--- src/rtl/ppm_encoder.sv ---
// PPM frame encoder: NUM_CH separator/slot pairs, a final separator, then a sync gap.
// Define PPM_FAILSAFE_EN to reload default channel values after 10 frame starts with no ch_valid.
module ppm_encoder #(
  parameter int NUM_CH      = 8,
  parameter int CLK_DIV     = 50,
  parameter int FRAME_US    = 22500,
  parameter int SEP_US      = 300,
  parameter int MIN_SYNC_US = 4000
) (
  input  logic                   clk,
  input  logic                   RST,
  input  logic                   en,
  input  logic [NUM_CH*10-1:0]   ch_in,
  input  logic                   ch_valid,
  output logic                   ppm,
  output logic                   frame_start,
  output logic                   busy
);

  localparam int DIV_W = (CLK_DIV > 1) ? $clog2(CLK_DIV) : 1;
  localparam int US_W  = 20;
  localparam int IDX_W = $clog2(NUM_CH + 1);

  typedef enum logic [1:0] {IDLE, SEP, CHAN, SYNC} state_t;

  state_t           state;
  logic [DIV_W-1:0] div_cnt;
  logic [US_W-1:0]  us_cnt;
  logic [US_W-1:0]  elapsed;
  logic [IDX_W-1:0] idx;
  logic [9:0]       pending [NUM_CH];
  logic [9:0]       active  [NUM_CH];

  logic [9:0]       cur_val;
  logic [US_W-1:0]  target;
  logic             tick;
  logic             done;
  logic             start;

`ifdef PPM_FAILSAFE_EN
  logic [3:0]       fs_cnt;
  logic             fs_trip;
  assign fs_trip = (fs_cnt >= 4'd10);
`endif

  function automatic logic [9:0] clamp999(input logic [9:0] v);
    return (v > 10'd999) ? 10'd999 : v;
  endfunction

  // Channel 2 is throttle and defaults to zero; every other channel to mid-stick.
  function automatic logic [9:0] rst_val(input int k);
    return (k == 2) ? 10'd0 : 10'd500;
  endfunction

  function automatic logic [US_W-1:0] sync_len(input logic [US_W-1:0] el);
    logic [US_W-1:0] fr;
    logic [US_W-1:0] ms;
    fr = US_W'(FRAME_US);
    ms = US_W'(MIN_SYNC_US);
    if (el >= fr || (fr - el) < ms) return ms;
    return fr - el;
  endfunction

  always_comb begin
    cur_val = '0;
    for (int k = 0; k < NUM_CH; k++)
      if (idx == IDX_W'(k)) cur_val = active[k];
  end

  // Slot width is 1000+value us, of which the separator takes SEP_US.
  always_comb begin
    target = '0;
    case (state)
      SEP:     target = US_W'(SEP_US);
      CHAN:    target = US_W'(1000 - SEP_US) + US_W'(cur_val);
      SYNC:    target = sync_len(elapsed);
      default: target = '0;
    endcase
  end

  assign tick  = (div_cnt == DIV_W'(CLK_DIV - 1));
  assign done  = tick && (us_cnt == target - 1'b1);
  assign start = en && ((state == IDLE) || (state == SYNC && done));

  always_ff @(posedge clk or posedge RST) begin
    if (RST) begin
      state       <= IDLE;
      div_cnt     <= '0;
      us_cnt      <= '0;
      elapsed     <= '0;
      idx         <= '0;
      ppm         <= 1'b1;
      frame_start <= 1'b0;
      busy        <= 1'b0;
      for (int k = 0; k < NUM_CH; k++) begin
        pending[k] <= rst_val(k);
        active[k]  <= rst_val(k);
      end
`ifdef PPM_FAILSAFE_EN
      fs_cnt      <= '0;
`endif
    end else begin
      frame_start <= 1'b0;
      if (start) begin
        state       <= SEP;
        ppm         <= 1'b0;
        frame_start <= 1'b1;
        busy        <= 1'b1;
        idx         <= '0;
        elapsed     <= '0;
        div_cnt     <= '0;
        us_cnt      <= '0;
        for (int k = 0; k < NUM_CH; k++) begin
`ifdef PPM_FAILSAFE_EN
          if (fs_trip) begin
            pending[k] <= rst_val(k);
            active[k]  <= rst_val(k);
          end else begin
            active[k]  <= pending[k];
          end
`else
          active[k] <= pending[k];
`endif
        end
`ifdef PPM_FAILSAFE_EN
        if (!fs_trip) fs_cnt <= fs_cnt + 1'b1;
`endif
      end else if (state != IDLE) begin
        // Elapsed stays frozen during SYNC so the sync length is stable.
        if (tick && state != SYNC) elapsed <= elapsed + 1'b1;
        if (done) begin
          div_cnt <= '0;
          us_cnt  <= '0;
          case (state)
            SEP: begin
              ppm   <= 1'b1;
              state <= (idx < IDX_W'(NUM_CH)) ? CHAN : SYNC;
            end
            CHAN: begin
              ppm   <= 1'b0;
              state <= SEP;
              idx   <= idx + 1'b1;
            end
            default: begin
              ppm   <= 1'b1;
              state <= IDLE;
              busy  <= 1'b0;
            end
          endcase
        end else begin
          div_cnt <= tick ? '0 : div_cnt + 1'b1;
          if (tick) us_cnt <= us_cnt + 1'b1;
        end
      end

      // Capture after the frame copy so a same-cycle strobe only reaches the next frame.
      if (ch_valid) begin
        for (int k = 0; k < NUM_CH; k++)
          pending[k] <= clamp999(ch_in[10*k +: 10]);
`ifdef PPM_FAILSAFE_EN
        fs_cnt <= '0;
`endif
      end
    end
  end

endmodule

--- config.mk ---
export PLATFORM = sky130hd
export DESIGN_NAME = ppm_encoder
export DESIGN_NICKNAME = d
export VERILOG_FILES = /design/src/rtl/ppm_encoder.sv
export SDC_FILE = /design/constraint.sdc
export NUM_CORES = 1
export LEC_CHECK = 0
export BUFFER_PORTS_ARGS = -buffer_cell sky130_fd_sc_hd__buf_2
export CORE_ASPECT_RATIO = 1.4
export CORE_UTILIZATION = 47
export CTS_CLUSTER_SIZE = 8
export DETAILED_ROUTE_END_ITERATION = 8
export GPL_ROUTABILITY_DRIVEN = 0
export PLACE_DENSITY = 0.7
export SLEW_MARGIN = 20
export SYNTH_ARGS = -nofsm -noshare
export SYNTH_HDL_FRONTEND = slang
export SYNTH_SLANG_ARGS = --single-unit
--- constraint.sdc ---
create_clock -name clk -period 12.6 [get_ports clk]
set_input_delay 2.52 -clock clk [delete_from_list [all_inputs] [get_ports clk]]
set_output_delay 2.52 -clock clk [all_outputs]
set_load 0.02 [all_outputs]
==> flow_summary.json, run 1 <==
{
  "status": "complete, no violations",
  "synth-edff-count": 0,
  "r2r_end": "active[9]",
  "endpoint_kind": "flop",
  "maxCapViolations": 0,
  "crit_arrival_ns": 7.33,
  "firstDrtPassIters": 6,
  "vias": 9309,
  "hold_class": "flop to flop",
  "coreArea_mm2": 0.0255,
  "multi_input_area_mm2": 0.00611,
  "slowest_stage": "buf_4",
  "crit_cells": 20,
  "final_nets": 1335,
  "grt-ovfl-total": 0,
  "regArea_mm2": 0.00549,
  "grt_max_degree": 88,
  "rsz0062_at_grt": "false",
  "initialDrtViolationCount": 606,
  "synth_nets": 1277,
  "worstPathRequired_ns": 13.02,
  "peakVddDrop_uv": 121,
  "worstSkewPairLatency_ns": 0.55,
  "finalMaxSlewViolations": 0,
  "ioPinCount": 87,
  "synth_cell_types": 106,
  "worstSetupEndpoint": "active[9]",
  "startpoint_type": "flop",
  "synth.cell_area_mm2": 0.0122,
  "cts.hold.buffers_added": 0,
  "tns_ns": 0,
  "dp_hpwl_um": 21100,
  "fill_cells": 2215,
  "postRouteWirelength_um": 29300,
  "finalSetupViolations": 0,
  "seq_area_frac_synth_pct": 44.9,
  "clkTransAtPathRegs_ns": 0.05,
  "worstPathCellList": "inv_1, ha_1, nand3b_1, a221oi_2, a2bb2oi_1, o21bai_2, inv_1, ha_1, o2111ai_1, mux2i_1, o311a_2, nand3_1, nor4_1, mux2i_1, a2bb2oi_2, nand3_1, o31ai_4, buf_4, buf_4, mux2_2",
  "start_util_pct": 48.0,
  "grtUsageTotal_pct": 22.5,
  "drc": 0,
  "timing.rr.start": "idx[0]",
  "grt_pass1_wl_um": 48300,
  "antenna_cells": 0,
  "die_w_um": 138,
  "cts_sinks": 215,
  "synth-seq-cells": 215,
  "final.setup_skew_ns": 0.0224,
  "fmaxAchievable_mhz": 145,
  "clk_path_buf_depth": 3,
  "cp.buffers_inverters": 4,
  "placedCellCount": 1521,
  "tightest_slew_ns": 1.05,
  "die_h_um": 193,
  "cp-startpoint": "idx[0]",
  "grt_pass1_vias": 9358,
  "h-tree-depth": 1,
  "cts_setup_buffers": 0,
  "hold_viol_final": 0,
  "path_delay_family": "compound AO/OA/AOI/OAI gates",
  "leakage_nw": 5.55,
  "syn_inst": 1176,
  "rrSetupSlack_ns": 5.69,
  "antenna_found_initial": 0,
  "row_count": 69,
  "drive_gt1_share_pct": 27.6,
  "slowest_delay_ns": 0.75,
  "drtAntennaViolNets": 0,
  "cts_resized": 0,
  "numCtsBuffers": 30,
  "vias_per_cell": 5.90,
  "worstSetupPathType": "flop to flop",
  "finalCritPeriodShare_pct": 54.8,
  "yosys_most_used_dff": "dfrtp_1",
  "power_density_mw_per_mm2": 186,
  "instances_no_fill": 1577,
  "numPortBuffers": 86,
  "cp_max_fo": 73,
  "syn_avg_cell_area_um2": 10.4,
  "ff2ff_path_depth": 20,
  "detail_route.wl_per_cell_um": 18.6,
  "root_buffer": "clkbuf_16",
  "async_flop_share_pct": 100,
  "slew_headroom_pct": 30.1,
  "period_minus_slack_ns": 6.91,
  "cts_tree": "built",
  "area_delta_synth_final_pct": 11.4,
  "ys_warn_count": 0,
  "dieArea_mm2": 0.0267
}
[routing by layer]
metal  global-route usage [%]  vias to the layer above  share of wire [%]
met5                        0                        -                  0
met3                     2.66                       83                3.2
li1                         -                     4390                  -
met4                     10.5                        0                4.3
met2                     41.7                      225                 53
met1                     25.9                     4611                 40
[synth_stat cells, types with 9 or more instances]
cell	count	area, µm²
a21oi_1	43	215
a31oi_1	12	75.1
buf_2	30	150
clkbuf_1	21	78.8
dfrtp_1	130	3250
dfstp_2	85	2230
ha_1	17	213
inv_1	66	248
mux2_1	31	349
mux2_2	88	991
nand2_1	73	274
nand2b_1	10	62.6
nand3_1	28	140
nand3b_1	11	82.6
nand4_1	24	150
nor2_1	87	327
nor2b_1	12	75.1
nor3_1	18	90.1
o21a_1	12	90.1
o21ai_0	52	260
o22a_1	26	228
o22ai_1	20	125
o31ai_1	10	75.1
or3_1	9	56.3
xnor2_1	39	342
xor2_1	27	236
[report_power, final]
group	total (W)	switching [W]	internal [W]
clock network	0.000747	0.000291	0.000455
registers	0.00106	0.000132	0.000924
logic	0.000729	0.000403	0.000326
total	0.00253	0.000826	0.00171
[flip-flops by register name, indices dropped and copies added (netlist names)]
register     count
active          80
div_cnt          6
frame_start      1
ppm              1
us_cnt          20
pending         80
idx              4
elapsed         20
state            2
busy             1
[cell type report]
type	count	area share (%)
timing repair buffer	93	3.55
inverter	68	1.93
multi-input combinational	826	44.9
sequential	215	40.3
clock buffer	56	6.39
tap	319	2.93
[per-stage QoR]
stage	power [W]	worst slack [ns]	cell area, µm²	hold slack (ns)	utilization (%)
global route	0.00267	5.14	13600	0.500	53.4
floorplan	0.00158	4.34	12200	0.453	-
global placement	0.00176	5.64	12700	0.470	50.0
detailed placement	0.00178	5.50	12700	0.475	50.0
finish	0.00253	5.69	13600	0.481	53.4
CTS	0.00254	5.43	13600	0.483	53.4
[layout by cell type (no fill, tap or decap), drive strengths merged, types with 5 or more instances in the layout]
master / count
dfrtp: 130
mux2: 120
buf: 93
nor2: 89
dfstp: 85
nand2: 73
inv: 68
clkbuf: 56
o21ai: 55
a21oi: 46
xnor2: 40
nand3: 33
xor2: 27
o22a: 26
nand4: 25
o22ai: 20
nor3: 18
ha: 17
o21a: 12
a31oi: 12
nor2b: 12
nand3b: 11
nand2b: 11
o31ai: 11
a211oi: 11
or3: 10
and3: 9
o221ai: 9
nor4: 8
mux2i: 8
a221oi: 8
and2: 7
or2: 7
a21o: 6
or4: 6
o211ai: 6
a211o: 5
[worst reg2reg max path: cells and delay by family (launching register included)]
family / cells / cell delay (ns)
muxes: 3 / 1.28
buffers and inverters: 4 / 1.35
and+or+nand+nor: 4 / 1.05
adders and majority gates: 2 / 0.88
AOI/OAI and AO/OA: 7 / 1.80
DFF: 1 / 0.42
[worst min-delay path by stage]
stage | slack (ns) | cells after the start | startpoint | end
final | 0.48 | 2 | pending[24] | pending[24]
after floorplan | 0.45 | 1 | active[3] | active[3]
after global routing | 0.50 | 2 | pending[64] | pending[64]
after global placement | 0.47 | 1 | active[31] | active[31]
after CTS | 0.48 | 2 | pending[24] | pending[24]
after detailed placement | 0.47 | 2 | pending[24] | pending[24]
[cells by family after synthesis]
kind of cell    Yosys count  synth area share, %
flops                   215                 44.9
fa+ha+maj                17                 1.74
mux                     128                 11.7
buf+inv                 135                 5.11
simple gates            334                 14.6
compound gates          280                 17.1
xor+xnor                 67                 4.86
Power figures use the tool's default switching activity.
==> run 2: changes to the inputs <==
--- a/config.mk
+++ b/config.mk
@@ -11,7 +11,7 @@
 export CTS_CLUSTER_SIZE = 8
 export DETAILED_ROUTE_END_ITERATION = 8
 export GPL_ROUTABILITY_DRIVEN = 0
-export PLACE_DENSITY = 0.7
+export PLACE_DENSITY = 0.72
 export SLEW_MARGIN = 20
 export SYNTH_ARGS = -nofsm -noshare
 export SYNTH_HDL_FRONTEND = slang
==> constraint.sdc (replaced) <==
create_clock -name clk -period 6.3 [get_ports clk]
set_input_delay 1.26 -clock clk [delete_from_list [all_inputs] [get_ports clk]]
set_output_delay 1.26 -clock clk [all_outputs]
set_load 0.02 [all_outputs]
==> run 2 against run 1 <==
  * Clock skew shrank 0.0053 ns
  * Sequential cell count stayed put
  * Power increased by 100%
  * Clock power is 97% higher
  * Cell count rose by 0.32%
  * Global-route usage down 0.096 points
  * Die area stayed put
  * Routed wire length up 0.47%
  * Sequential share of layout area shrank 0.35 points
  * Critical path type unchanged
  * Critical endpoint unchanged
  * Largest power group unchanged
==> flow_summary.json, run 2 (same netlist as run 1, synthesis figures left out) <==
{
  "ioPinCount": 87,
  "finalCoreUtilization_pct": 53.9,
  "endpoint_kind": "flop",
  "hold_viol_final": 0,
  "worstSkewPairLatency_ns": 0.55,
  "p_int_w": 0.00342,
  "p_sw_share_pct": 32.7,
  "tns_ns": 0,
  "tightest_slew_ns": 0.996,
  "slew_headroom_pct": 33.5,
  "final_nets": 1343,
  "startpoint_type": "flop",
  "crit_arrival_ns": 6.38,
  "worstSetupPathType": "flop to flop",
  "placedCellCount": 1528,
  "finalMaxSlewViolations": 0,
  "maxCapViolations": 0,
  "die_w_um": 138,
  "drive_gt1_share_pct": 28.1,
  "h-tree-depth": 1,
  "final_cell_mix": "130 x dfrtp_1, 88 x mux2_2, 87 x nor2_1, 86 x buf_2, 85 x dfstp_2",
  "final.setup_skew_ns": 0.0171,
  "period_minus_slack_ns": 5.96,
  "dp_hpwl_um": 21600,
  "start_util_pct": 48.0,
  "drtAntennaViolNets": 0,
  "status": "complete, no violations",
  "coreArea_mm2": 0.0255,
  "cts_sinks": 215,
  "power_switching_w": 0.00166,
  "final_area_mm2": 0.0137,
  "slowest_stage": "dfrtp_1",
  "cts.hold.buffers_added": 0,
  "peakVddDrop_uv": 238,
  "antenna_cells": 0,
  "leakage_nw": 5.61,
  "grt-ovfl-total": 0,
  "root_buffer": "clkbuf_16",
  "antenna_found_initial": 0,
  "grt_pass1_vias": 9433,
  "numCtsBuffers": 30,
  "detail_route.wl_per_cell_um": 18.6,
  "numPortBuffers": 86,
  "fmaxAchievable_mhz": 168,
  "row_count": 69,
  "grtUsageTotal_pct": 22.4,
  "crit_cells": 22,
  "grt_pass1_wl_um": 47900,
  "cp_max_fo": 44,
  "worstPathCellList": "inv_1, ha_1, nand2b_1, a211oi_2, nor2_1, o221ai_2, and4_1, nand2_1, a31oi_1, ha_1, inv_1, a211oi_1, a31o_2, nand3_1, nor4_4, mux2i_1, a2bb2oi_2, nand3_1, o31ai_4, buf_12, buf_12, mux2_2",
  "clockPowerShare_pct": 29.1,
  "seqPwrFrac_pct": 41.9,
  "die_h_um": 193,
  "firstDrtPassIters": 5,
  "worstPathRequired_ns": 6.72,
  "place_worst_setup_slack_ns": 0.300,
  "combPwrFrac_pct": 29.0,
  "finalCritPeriodShare_pct": 94.6,
  "dieArea_mm2": 0.0267,
  "layout_commonest_cell": "dfrtp_1",
  "postRouteWirelength_um": 29400,
  "whs_path_depth": 2,
  "vias_per_cell": 5.94,
  "vias": 9395,
  "clkTransAtPathRegs_ns": 0.05,
  "path_delay_family": "compound AO/OA/AOI/OAI gates",
  "setup_ws_ns": 0.339,
  "instances_no_fill": 1582,
  "place_area_mm2": 0.0128,
  "cp.buffers_inverters": 4,
  "drc": 0,
  "power_density_mw_per_mm2": 370,
  "cts_tree": "built",
  "hold_class": "flop to flop",
  "initialDrtViolationCount": 618,
  "grt_max_degree": 157,
  "ff2ff_path_depth": 22,
  "finalSetupViolations": 0,
  "clk_path_buf_depth": 3,
  "slowest_delay_ns": 0.48,
  "top_regs": "active (80), pending (80)",
  "area_delta_synth_final_pct": 12.4
}
[run 2: power groups by stage]
stage	clock network [W]	logic (W)	registers [W]
CTS	0.00150	0.00145	0.00213
global route	0.00157	0.00161	0.00217
floorplan	0	0.00115	0.00201
finish	0.00147	0.00147	0.00213
global placement	0	0.00140	0.00213
detailed placement	0	0.00144	0.00214
[run 2: worst register-to-register path, delay by kind of cell (launching register included)]
kind | cells | cell delay, ns
AOI/OAI and AO/OA | 7 | 2.07
and+or+nand+nor | 7 | 1.59
muxes | 2 | 0.66
buffers and inverters | 4 | 0.57
DFF | 1 | 0.48
adders and majority gates | 2 | 0.48
[run 2: timing repair]
item | CTS | global route
endpoints found under the setup margin | 0 | 78
buffers inserted | 0 | 1
resized for setup | 0 | 2
[run 2: worst paths after layout]
kind	from	to	slack, ns
setup / recovery	elapsed[0]	active[9]	0.34
hold / removal	pending[44]	pending[44]	0.48
setup reg to reg	elapsed[0]	active[9]	0.34
hold reg to reg	pending[44]	pending[44]	0.48
max in group asynchronous	RST	pending[40]	4.13
min in group asynchronous	RST	div_cnt[2]	0.63
[run 2: metrics by stage]
stage,power (W),hold slack (ns)
after detailed placement,0.00358,0.476
final,0.00507,0.485
after global placement,0.00353,0.470
after floorplan,0.00316,0.453
after CTS,0.00508,0.487
after global routing,0.00535,0.511
[run 2: routing by layer]
metal,share of wire [%],GRT usage (%)
met3,4.2,2.80
met2,53,42.6
met1,38,24.3
met4,4.7,11.9
met5,0,0
[run 2: cell type report]
type / count / area, µm²
Tap cell: 319 / 399
Sequential cell: 215 / 5490
Inverter: 68 / 259
Clock buffer: 53 / 858
Fill cell: 2189 / 11700
Timing Repair Buffer: 101 / 606
Multi-Input combinational cell: 826 / 6120
==> run 3: changes to the inputs <==
--- a/config.mk
+++ b/config.mk
@@ -8,6 +8,7 @@
 export BUFFER_PORTS_ARGS = -buffer_cell sky130_fd_sc_hd__buf_2
 export CORE_ASPECT_RATIO = 1.4
 export CORE_UTILIZATION = 47
+export CTS_BUF_LIST = sky130_fd_sc_hd__clkbuf_8 sky130_fd_sc_hd__clkbuf_16
 export CTS_CLUSTER_SIZE = 8
 export DETAILED_ROUTE_END_ITERATION = 8
 export GPL_ROUTABILITY_DRIVEN = 0
==> run 3 against run 2 <==
  * Sequential power about the same
  * Sequential share of layout area unchanged
  * Critical path type unchanged
  * Core utilization unchanged
  * Routed wire length about the same
==> flow_summary.json, run 3 (same netlist as run 1, synthesis figures left out) <==
{
  "finalSetupViolations": 0,
  "ff2ff_path_depth": 22,
  "tightest_slew_ns": 0.988,
  "place_worst_setup_slack_ns": 0.300,
  "start_util_pct": 48.0,
  "finalCoreUtilization_pct": 53.9,
  "cts.hold.buffers_added": 0,
  "slew_headroom_pct": 34.0,
  "layout_commonest_cell": "dfrtp_1",
  "coreArea_mm2": 0.0255,
  "hold_ws_ns": 0.485,
  "hold_class": "flop to flop",
  "postRouteWirelength_um": 29400,
  "leakage_nw": 5.70,
  "rrSetupSlack_ns": 0.35,
  "cp_max_fo": 44,
  "final_area_mm2": 0.0137,
  "worstSkewPairLatency_ns": 0.55,
  "clk_path_buf_depth": 3,
  "vias_per_cell": 5.94,
  "worstSetupPathType": "flop to flop",
  "worstPathRequired_ns": 6.72,
  "firstDrtPassIters": 5,
  "final.setup_skew_ns": 0.0172,
  "grt_max_degree": 157,
  "fmaxAchievable_mhz": 168,
  "detail_route.wl_per_cell_um": 18.6,
  "setup_ws_ns": 0.345,
  "peakVddDrop_uv": 238,
  "row_count": 69,
  "power_density_mw_per_mm2": 367,
  "grt_pass1_wl_um": 47900,
  "h-tree-depth": 1,
  "die_w_um": 138,
  "final_cell_mix": "130 x dfrtp_1, 88 x mux2_2, 87 x inv_1, 87 x nor2_1, 86 x buf_2",
  "instances_no_fill": 1582,
  "numCtsBuffers": 30,
  "timing.rr.start": "elapsed[0]",
  "cp-startpoint": "elapsed[0]",
  "endpoint_kind": "flop",
  "area_delta_synth_final_pct": 12.4,
  "dieArea_mm2": 0.0267,
  "drive_gt1_share_pct": 28.1,
  "die_h_um": 193,
  "grt_pass1_vias": 9434,
  "maxCapViolations": 0,
  "final_nets": 1343,
  "whs_path_depth": 2,
  "placedCellCount": 1528,
  "finalMaxSlewViolations": 0,
  "antenna_found_initial": 0,
  "worstSetupEndpoint": "active[9]",
  "antenna_cells": 0,
  "crit_arrival_ns": 6.37,
  "clkTransAtPathRegs_ns": 0.05,
  "period_minus_slack_ns": 5.95,
  "finalCritPeriodShare_pct": 94.5,
  "grt-ovfl-total": 0,
  "startpoint_type": "flop",
  "vias": 9403,
  "min-delay-start": "pending[44]",
  "cts_tree": "built",
  "ioPinCount": 87,
  "grtUsageTotal_pct": 22.4,
  "root_buffer": "clkbuf_16",
  "status": "complete, no violations",
  "drtAntennaViolNets": 0,
  "place_area_mm2": 0.0128,
  "top_regs": "active (80), pending (80)",
  "hold_viol_final": 0,
  "dp_hpwl_um": 21600,
  "numPortBuffers": 86,
  "initialDrtViolationCount": 691,
  "cts_sinks": 215,
  "r2r_end": "active[9]",
  "drc": 0
}
-- run 3: where the power goes --
group          switching (W)  internal (W)  leakage [nW]
clock               0.000573      0.000867         0.499
sequential          0.000276       0.00185          2.51
combinational       0.000810      0.000662          2.69
-- run 3: area by class of cell --
type	count	area, µm²
fill	2189	11700
multi-input combinational	826	6120
sequential	215	5490
clock buffer	31	776
timing repair buffer	101	606
tap	319	399
inverter	68	259
clock inverter	22	82.6
-- run 3: worst max-delay path: stages (launching register included) --
cell and delay, ns:
dfrtp_1 0.48, inv_1 0.12, ha_1 0.25, nand2b_1 0.22
a211oi_2 0.38, nor2_1 0.09, o221ai_2 0.34, and4_1 0.38
nand2_1 0.16, a31oi_1 0.30, ha_1 0.23, inv_1 0.07
a211oi_1 0.26, a31o_2 0.23, nand3_1 0.20, nor4_4 0.36
mux2i_1 0.27, a2bb2oi_2 0.22, nand3_1 0.18, o31ai_4 0.33
buf_12 0.16, buf_12 0.22, mux2_2 0.36
-- run 3: how the worst min path moves through the flow --
stage	end
floorplan	active[3]
global placement	active[31]
detailed placement	active[31]
CTS	pending[44]
global route	active[30]
finish	pending[44]
-- run 3: timing repair --
action,CTS,global route
endpoints found under the setup margin,0,78
resized for setup,0,2
setup buffers,0,1
-- run 3: layer usage --
| layer | share of wire (%) | global-route usage, % | vias up |
|---|---|---|---|
| met5 | 0 | 0 | - |
| met4 | 4.8 | 11.9 | 0 |
| met3 | 3.7 | 2.80 | 90 |
| met2 | 53 | 42.6 | 257 |
| met1 | 38 | 24.3 | 4647 |
| li1 | - | - | 4409 |
-- run 3: through the flow --
step | TNS (ns) | total power [W]
2_1_floorplan | 0 | 0.00316
3_3_place_gp | 0 | 0.00353
3_5_place_dp | 0 | 0.00358
4_1_cts | 0 | 0.00505
5_1_grt | -0.0311 | 0.00531
6_report | 0 | 0.00504
